===== src/rtl/dram_req_bridge.sv =====
// dram_req_bridge: turns level-held core DRAM requests into single valid/ready controller commands.
// Optional watchdog is compiled in with `define DRAM_BRIDGE_TIMEOUT_EN.
module dram_req_bridge #(
  parameter int ADDR_W         = 24,
  parameter int DATA_W         = 32,
  parameter int TIMEOUT_CYCLES = 4096
) (
  input  logic              clk,
  input  logic              rst_n,
  input  logic              dram_req_read,
  input  logic              dram_req_write,
  input  logic [ADDR_W-1:0] dram_addr,
  input  logic [DATA_W-1:0] dram_data_out,
  output logic [DATA_W-1:0] dram_data_in,
  output logic              dram_data_valid,
  output logic              dram_write_complete,
  output logic              ctl_cmd_valid,
  input  logic              ctl_cmd_ready,
  output logic              ctl_cmd_we,
  output logic [ADDR_W-1:0] ctl_cmd_addr,
  output logic [DATA_W-1:0] ctl_wdata,
  input  logic [DATA_W-1:0] ctl_rdata,
  input  logic              ctl_rdata_valid,
  input  logic              ctl_wr_ack,
  output logic              bridge_err
);

  if (TIMEOUT_CYCLES < 2 || TIMEOUT_CYCLES > 65535) begin : g_bad_timeout
    $error("dram_req_bridge: TIMEOUT_CYCLES must be 2..65535");
  end

  typedef enum logic [2:0] {
    S_IDLE,
    S_CMD,
    S_WAIT_RD,
    S_WAIT_WR,
    S_RELEASE
  } state_t;

  state_t r_state;
  state_t w_state_nxt;

  logic              r_we;
  logic [ADDR_W-1:0] r_addr;
  logic [DATA_W-1:0] r_wdata;
  logic [DATA_W-1:0] r_rdata;
  logic              r_rd_pls;
  logic              r_wr_pls;

  logic w_req_any;
  logic w_req_none;
  logic w_latch;
  logic w_rd_done;
  logic w_wr_done;
  logic w_tmo;
  logic w_tmo_hit;
  logic w_rd_pls;
  logic w_wr_pls;

  assign w_req_any  = dram_req_read | dram_req_write;
  assign w_req_none = ~w_req_any;

  // next-state and per-cycle event decode
  always_comb begin
    w_state_nxt = r_state;
    w_latch     = 1'b0;
    w_rd_done   = 1'b0;
    w_wr_done   = 1'b0;
    w_tmo_hit   = 1'b0;
    case (r_state)
      S_IDLE: begin
        if (w_req_any) begin
          w_latch     = 1'b1;
          w_state_nxt = S_CMD;
        end
      end
      S_CMD: begin
        if (w_tmo) begin
          w_tmo_hit   = 1'b1;
          w_state_nxt = S_RELEASE;
        end else if (ctl_cmd_ready) begin
          w_state_nxt = r_we ? S_WAIT_WR : S_WAIT_RD;
        end
      end
      S_WAIT_RD: begin
        if (ctl_rdata_valid) begin
          w_rd_done   = 1'b1;
          w_state_nxt = S_RELEASE;
        end else if (w_tmo) begin
          w_tmo_hit   = 1'b1;
          w_state_nxt = S_RELEASE;
        end
      end
      S_WAIT_WR: begin
        if (ctl_wr_ack) begin
          w_wr_done   = 1'b1;
          w_state_nxt = S_RELEASE;
        end else if (w_tmo) begin
          w_tmo_hit   = 1'b1;
          w_state_nxt = S_RELEASE;
        end
      end
      S_RELEASE: begin
        if (w_req_none) begin
          w_state_nxt = S_IDLE;
        end
      end
      default: begin
        w_state_nxt = S_IDLE;
      end
    endcase
  end

  assign w_rd_pls = w_rd_done | (w_tmo_hit & ~r_we);
  assign w_wr_pls = w_wr_done | (w_tmo_hit & r_we);

  // state register
  always_ff @(posedge clk) begin
    if (!rst_n) begin
      r_state <= S_IDLE;
    end else begin
      r_state <= w_state_nxt;
    end
  end

  // capture the request once in IDLE; write wins when both lines are high
  always_ff @(posedge clk) begin
    if (!rst_n) begin
      r_we    <= 1'b0;
      r_addr  <= '0;
      r_wdata <= '0;
    end else if (w_latch) begin
      r_we    <= dram_req_write;
      r_addr  <= dram_addr;
      r_wdata <= dram_data_out;
    end
  end

  // read data returned to the core, held between reads
  always_ff @(posedge clk) begin
    if (!rst_n) begin
      r_rdata <= '0;
    end else if (w_rd_done) begin
      r_rdata <= ctl_rdata;
    end else if (w_tmo_hit && !r_we) begin
      r_rdata <= DATA_W'(32'hDEADBEEF);
    end
  end

  // one-cycle completion pulses
  always_ff @(posedge clk) begin
    if (!rst_n) begin
      r_rd_pls <= 1'b0;
      r_wr_pls <= 1'b0;
    end else begin
      r_rd_pls <= w_rd_pls;
      r_wr_pls <= w_wr_pls;
    end
  end

`ifdef DRAM_BRIDGE_TIMEOUT_EN
  localparam logic [15:0] TMO_LAST = 16'(TIMEOUT_CYCLES - 1);

  logic [15:0] r_tmo_cnt;
  logic        r_err;
  logic        w_active;

  assign w_active = (r_state == S_CMD)
                  | (r_state == S_WAIT_RD)
                  | (r_state == S_WAIT_WR);

  // fires on the edge where the count reaches TIMEOUT_CYCLES
  assign w_tmo = w_active & (r_tmo_cnt >= TMO_LAST);

  // watchdog count: cleared on entry to CMD, saturates at the top
  always_ff @(posedge clk) begin
    if (!rst_n) begin
      r_tmo_cnt <= '0;
    end else if (w_latch) begin
      r_tmo_cnt <= '0;
    end else if (w_active && r_tmo_cnt != 16'hFFFF) begin
      r_tmo_cnt <= r_tmo_cnt + 16'd1;
    end
  end

  // sticky error; only a real timeout sets it
  always_ff @(posedge clk) begin
    if (!rst_n) begin
      r_err <= 1'b0;
    end else if (w_tmo_hit) begin
      r_err <= 1'b1;
    end
  end

  assign bridge_err = r_err;
`else
  assign w_tmo      = 1'b0;
  assign bridge_err = 1'b0;
`endif

  assign ctl_cmd_valid       = (r_state == S_CMD);
  assign ctl_cmd_we          = r_we;
  assign ctl_cmd_addr        = r_addr;
  assign ctl_wdata           = r_wdata;
  assign dram_data_in        = r_rdata;
  assign dram_data_valid     = r_rd_pls;
  assign dram_write_complete = r_wr_pls;

endmodule

===== config.mk =====
export PLATFORM = sky130hd
export DESIGN_NAME = dram_req_bridge
export DESIGN_NICKNAME = d
export VERILOG_FILES = /design/src/rtl/dram_req_bridge.sv
export SDC_FILE = /design/constraint.sdc
export NUM_CORES = 1
export LEC_CHECK = 0
export CAP_MARGIN = 10
export CORE_ASPECT_RATIO = 2
export CORE_MARGIN = 2
export CORE_UTILIZATION = 60
export CTS_BUF_LIST = sky130_fd_sc_hd__clkbuf_4 sky130_fd_sc_hd__clkbuf_8
export CTS_CLUSTER_DIAMETER = 100
export DETAILED_ROUTE_END_ITERATION = 8
export DONT_BUFFER_PORTS = 1
export GPL_TIMING_DRIVEN = 0
export PLACE_DENSITY = 0.87
export RECOVER_POWER = 25
export REMOVE_ABC_BUFFERS = 1
export SLEW_MARGIN = 25
export SYNTH_ARGS = -nofsm -noshare
export SYNTH_HDL_FRONTEND = slang
export SYNTH_SLANG_ARGS = --single-unit

===== constraint.sdc =====
create_clock -name clk -period 1.8 [get_ports clk]
set_input_delay 0.36 -clock clk [delete_from_list [all_inputs] [get_ports clk]]
set_output_delay 0.36 -clock clk [all_outputs]
set_load 0.03 [all_outputs]

==> flow_metrics.env <==
export IMPL_run_status="finished clean"
export IMPL_finClkSkew_ns=0.007448
export IMPL_drt_iter0_drc=194
export IMPL_grt_pass1_vias=2570
export IMPL_library_cells_used_by_synthesis=29
export IMPL_placement_io_buffers=0
export IMPL_grt_ovfl_total=0
export IMPL_detailed_route_wire_length_per_cell_um=15.61
export IMPL_critical_path_startpoint_type="register"
export IMPL_detailedPlacementHpwl_mm=5.209
export IMPL_netlist_instances=416
export IMPL_final_min_period_over_clock_period=0.9039
export IMPL_global_route_wire_length_before_repair_mm=11.14
export IMPL_crit_fanout=16
export IMPL_cp_data_required_time_ns=2.09
export IMPL_finalWeightedCongestion=0.7624
export IMPL_power_static_leakage_uw=0.001562
export IMPL_ant_diodes=0
export IMPL_worstSetupStartpoint="r_state[1]$_SDFFE_PN0P_"
export IMPL_reg2regPathDepth=5
export IMPL_ctsHoldBuffers=0
export IMPL_achievable_frequency_mhz=614.6
export IMPL_synthTopCellsByArea="sky130_fd_sc_hd__dfxtp_1 50%, sky130_fd_sc_hd__nand2_1 18%, sky130_fd_sc_hd__mux2i_1 15%, sky130_fd_sc_hd__a21boi_1 6.0%, sky130_fd_sc_hd__buf_12 2.7%"
export IMPL_worst_slew_pin_transition_ns=0.5765
export IMPL_die_height_um=116.2
export IMPL_synth_largest_area_cell="sky130_fd_sc_hd__dfxtp_1"
export IMPL_nets=492
export IMPL_numCtsBuffers=9
export IMPL_area_growth_pct=4.344
export IMPL_cts_max_path_buffers=2
export IMPL_r2r_end="dram_data_in[10]$_SDFFE_PN0P_"
export IMPL_cts_max_level=3
export IMPL_timing_hold_violations_final=0
export IMPL_hold_path_class="input pin to register"
export IMPL_path_clk_slew_ns=0.09
export IMPL_max_cap_violations=0
export IMPL_holdCritStartpoint="ctl_rdata[6]"
export IMPL_worstSkewPairLatency_ns=0.36
export IMPL_timing_worst_setup_path_type="register to register"
export IMPL_cellPowerDensity_mw_per_mm2=1200
export IMPL_unrepaired_setup_endpoints_after_global_routing="false"
export IMPL_proportion_of_synthesized_chip_area_in_sequential_cells=0.4987
export IMPL_final_layout_size_suffix_gt1_frac=0.06965
export IMPL_syn_avg_cell_area_um2=9.071
export IMPL_die_width_um=60.08
export IMPL_slew_headroom=0.6157
export IMPL_critical_path_endpoint="dram_data_in[10]$_SDFFE_PN0P_"
export IMPL_final_period_minus_worst_setup_slack_ns=1.627
export IMPL_worst_setup_path_end_kind="register"
export IMPL_cell_area_synth_mm2=0.003774
export IMPL_routed_via_count=2640
export IMPL_share_of_the_synthesized_area_in_the_top_cell_type=0.4987
export IMPL_ys_ff_latch=94
export IMPL_placedCellCount=469
export IMPL_layout_cells_most_common="sky130_fd_sc_hd__nand2_1"
export IMPL_dr_pass1_iters=4
export IMPL_floorplan_initialDensity=0.6231
export IMPL_post_cts_buffers=0
export IMPL_ant_nets=0
export IMPL_critical_path_arrival_ns=1.92
export IMPL_timing_final_ws_setup_ns=0.1730
export IMPL_dp_slack_ns=-0.1945
export IMPL_mostFrequentLayoutCells="179 x sky130_fd_sc_hd__nand2_1, 92 x sky130_fd_sc_hd__dfxtp_1, 57 x sky130_fd_sc_hd__mux2i_1, 30 x sky130_fd_sc_hd__a21boi_1, 9 x sky130_fd_sc_hd__clkbuf_8"
export IMPL_core_area_mm2=0.006056
export IMPL_wl_mm=7.588
export IMPL_final_cell_count_no_fill=486
export IMPL_grt_total_usage=0.2134
export IMPL_peakVddDrop_mv=0.7317
export IMPL_rows=40
export IMPL_finalMaxSlewViolations=0
export IMPL_timing_rr_start="r_state[1]$_SDFFE_PN0P_"
export IMPL_rrSetupSlack_ns=0.17
export IMPL_drcViolationCount=0
export IMPL_tritoncts_clock_tree="done"
export IMPL_setup_viol=0
export IMPL_yosysWarnings=0
export IMPL_vias_per_cell=5.432
export IMPL_io_pin_count=188
export IMPL_clkSinkCount=94
export IMPL_initial_antenna_violation_count=0
export IMPL_floorplan_die_area_mm2=0.006978
export IMPL_grt_max_degree=150
export IMPL_clock_tree_root_cell="sky130_fd_sc_hd__clkbuf_8"
-- layer usage --
layer,global-route usage,vias to the layer above,part of all wire
met4,0.1200,0,0.030
met5,0,-,0
met3,0.07420,20,0.076
met1,0.1973,1195,0.34
li1,-,1300,-
met2,0.3862,125,0.56
-- report_power, final --
| part | internal [µW] | switching (µW) |
|---|---|---|
| registers | 2240 | 434 |
| clock network | 915 | 709 |
| logic | 211 | 218 |
| total | 3370 | 1360 |
-- how the worst min path moves through the flow --
| stage | end | cells past startpoint |
|---|---|---|
| after floorplan | r_state[2]$_SDFFE_PN0P_ | 1 |
| after CTS | dram_data_in[6]$_SDFFE_PN0P_ | 2 |
| after detailed placement | r_state[2]$_SDFFE_PN0P_ | 1 |
| after global routing | dram_data_in[22]$_SDFFE_PN0P_ | 2 |
| after global placement | r_state[2]$_SDFFE_PN0P_ | 1 |
| final | dram_data_in[6]$_SDFFE_PN0P_ | 2 |
-- layout make-up --
type | instances | area, µm²
fillers | 485 | 2118
flip-flops and latches | 94 | 1884
multi-input cells | 289 | 1689
clock buffers | 9 | 123.9
clock inverters | 7 | 112.6
well taps | 84 | 105.1
repair buffers | 2 | 18.77
inverters | 1 | 3.754
-- kinds of logic (layout without fill, tap and decap cells) --
logic type	count (synthesis)	count (layout)	synth area share
AOI/OAI and AO/OA	38	38	0.07560
buffers and inverters	34	19	0.06764
DFF	94	94	0.4987
muxes	57	57	0.1512
other	1	1	0.0009937
and+or+nand+nor	192	193	0.2059
-- what timing repair did --
item,in CTS,in global routing
setup endpoints to repair,65,50
pin swaps,0,1
gates cloned,1,0
gates resized for setup,3,4
-- critical path: stages (launching register included) --
cell                       delay, ns
sky130_fd_sc_hd__dfxtp_2        0.52
sky130_fd_sc_hd__nor4bb_4       0.36
sky130_fd_sc_hd__buf_6          0.22
sky130_fd_sc_hd__buf_4          0.22
sky130_fd_sc_hd__nand2_1        0.11
sky130_fd_sc_hd__a21boi_1       0.12
-- flip-flops by register name (all words and copies together), names as in the netlist --
name	count
ctl_wdata	32
dram_data_in	32
dram_data_valid	1
ctl_cmd_we	1
ctl_cmd_addr	24
r_state	3
dram_write_complete	1
-- stage by stage --
step | util | hold WS, ns | instance area, µm² | setup TNS (ns) | power, µW
floorplan | - | 0.4778 | 3522 | -45.35 | 3036
global placement | 0.5990 | 0.4918 | 3627 | -85.43 | 3107
detailed placement | 0.6054 | 0.4929 | 3666 | -8.177 | 3143
CTS | 0.6469 | 0.1129 | 3918 | -0.5963 | 4761
global route | 0.6502 | 0.1110 | 3938 | 0 | 4894
finish | 0.6502 | 0.1221 | 3938 | 0 | 4727
-- synth_stat cells (all sizes together) --
library cell / number
and2: 1
nor2: 1
o311a: 1
mux2i: 57
nor3: 3
inv: 1
dfxtp: 94
and4: 1
buf: 19
or2: 1
o22ai: 1
o21a: 1
nor3b: 1
a21boi: 33
a21oi: 1
a31o: 1
clkbuf: 14
conb: 1
nor4bb: 1
nor2b: 1
nor4b: 1
and2b: 1
nand2: 179
nand4bb: 1
Note: power is estimated with default switching activity, not from simulation.
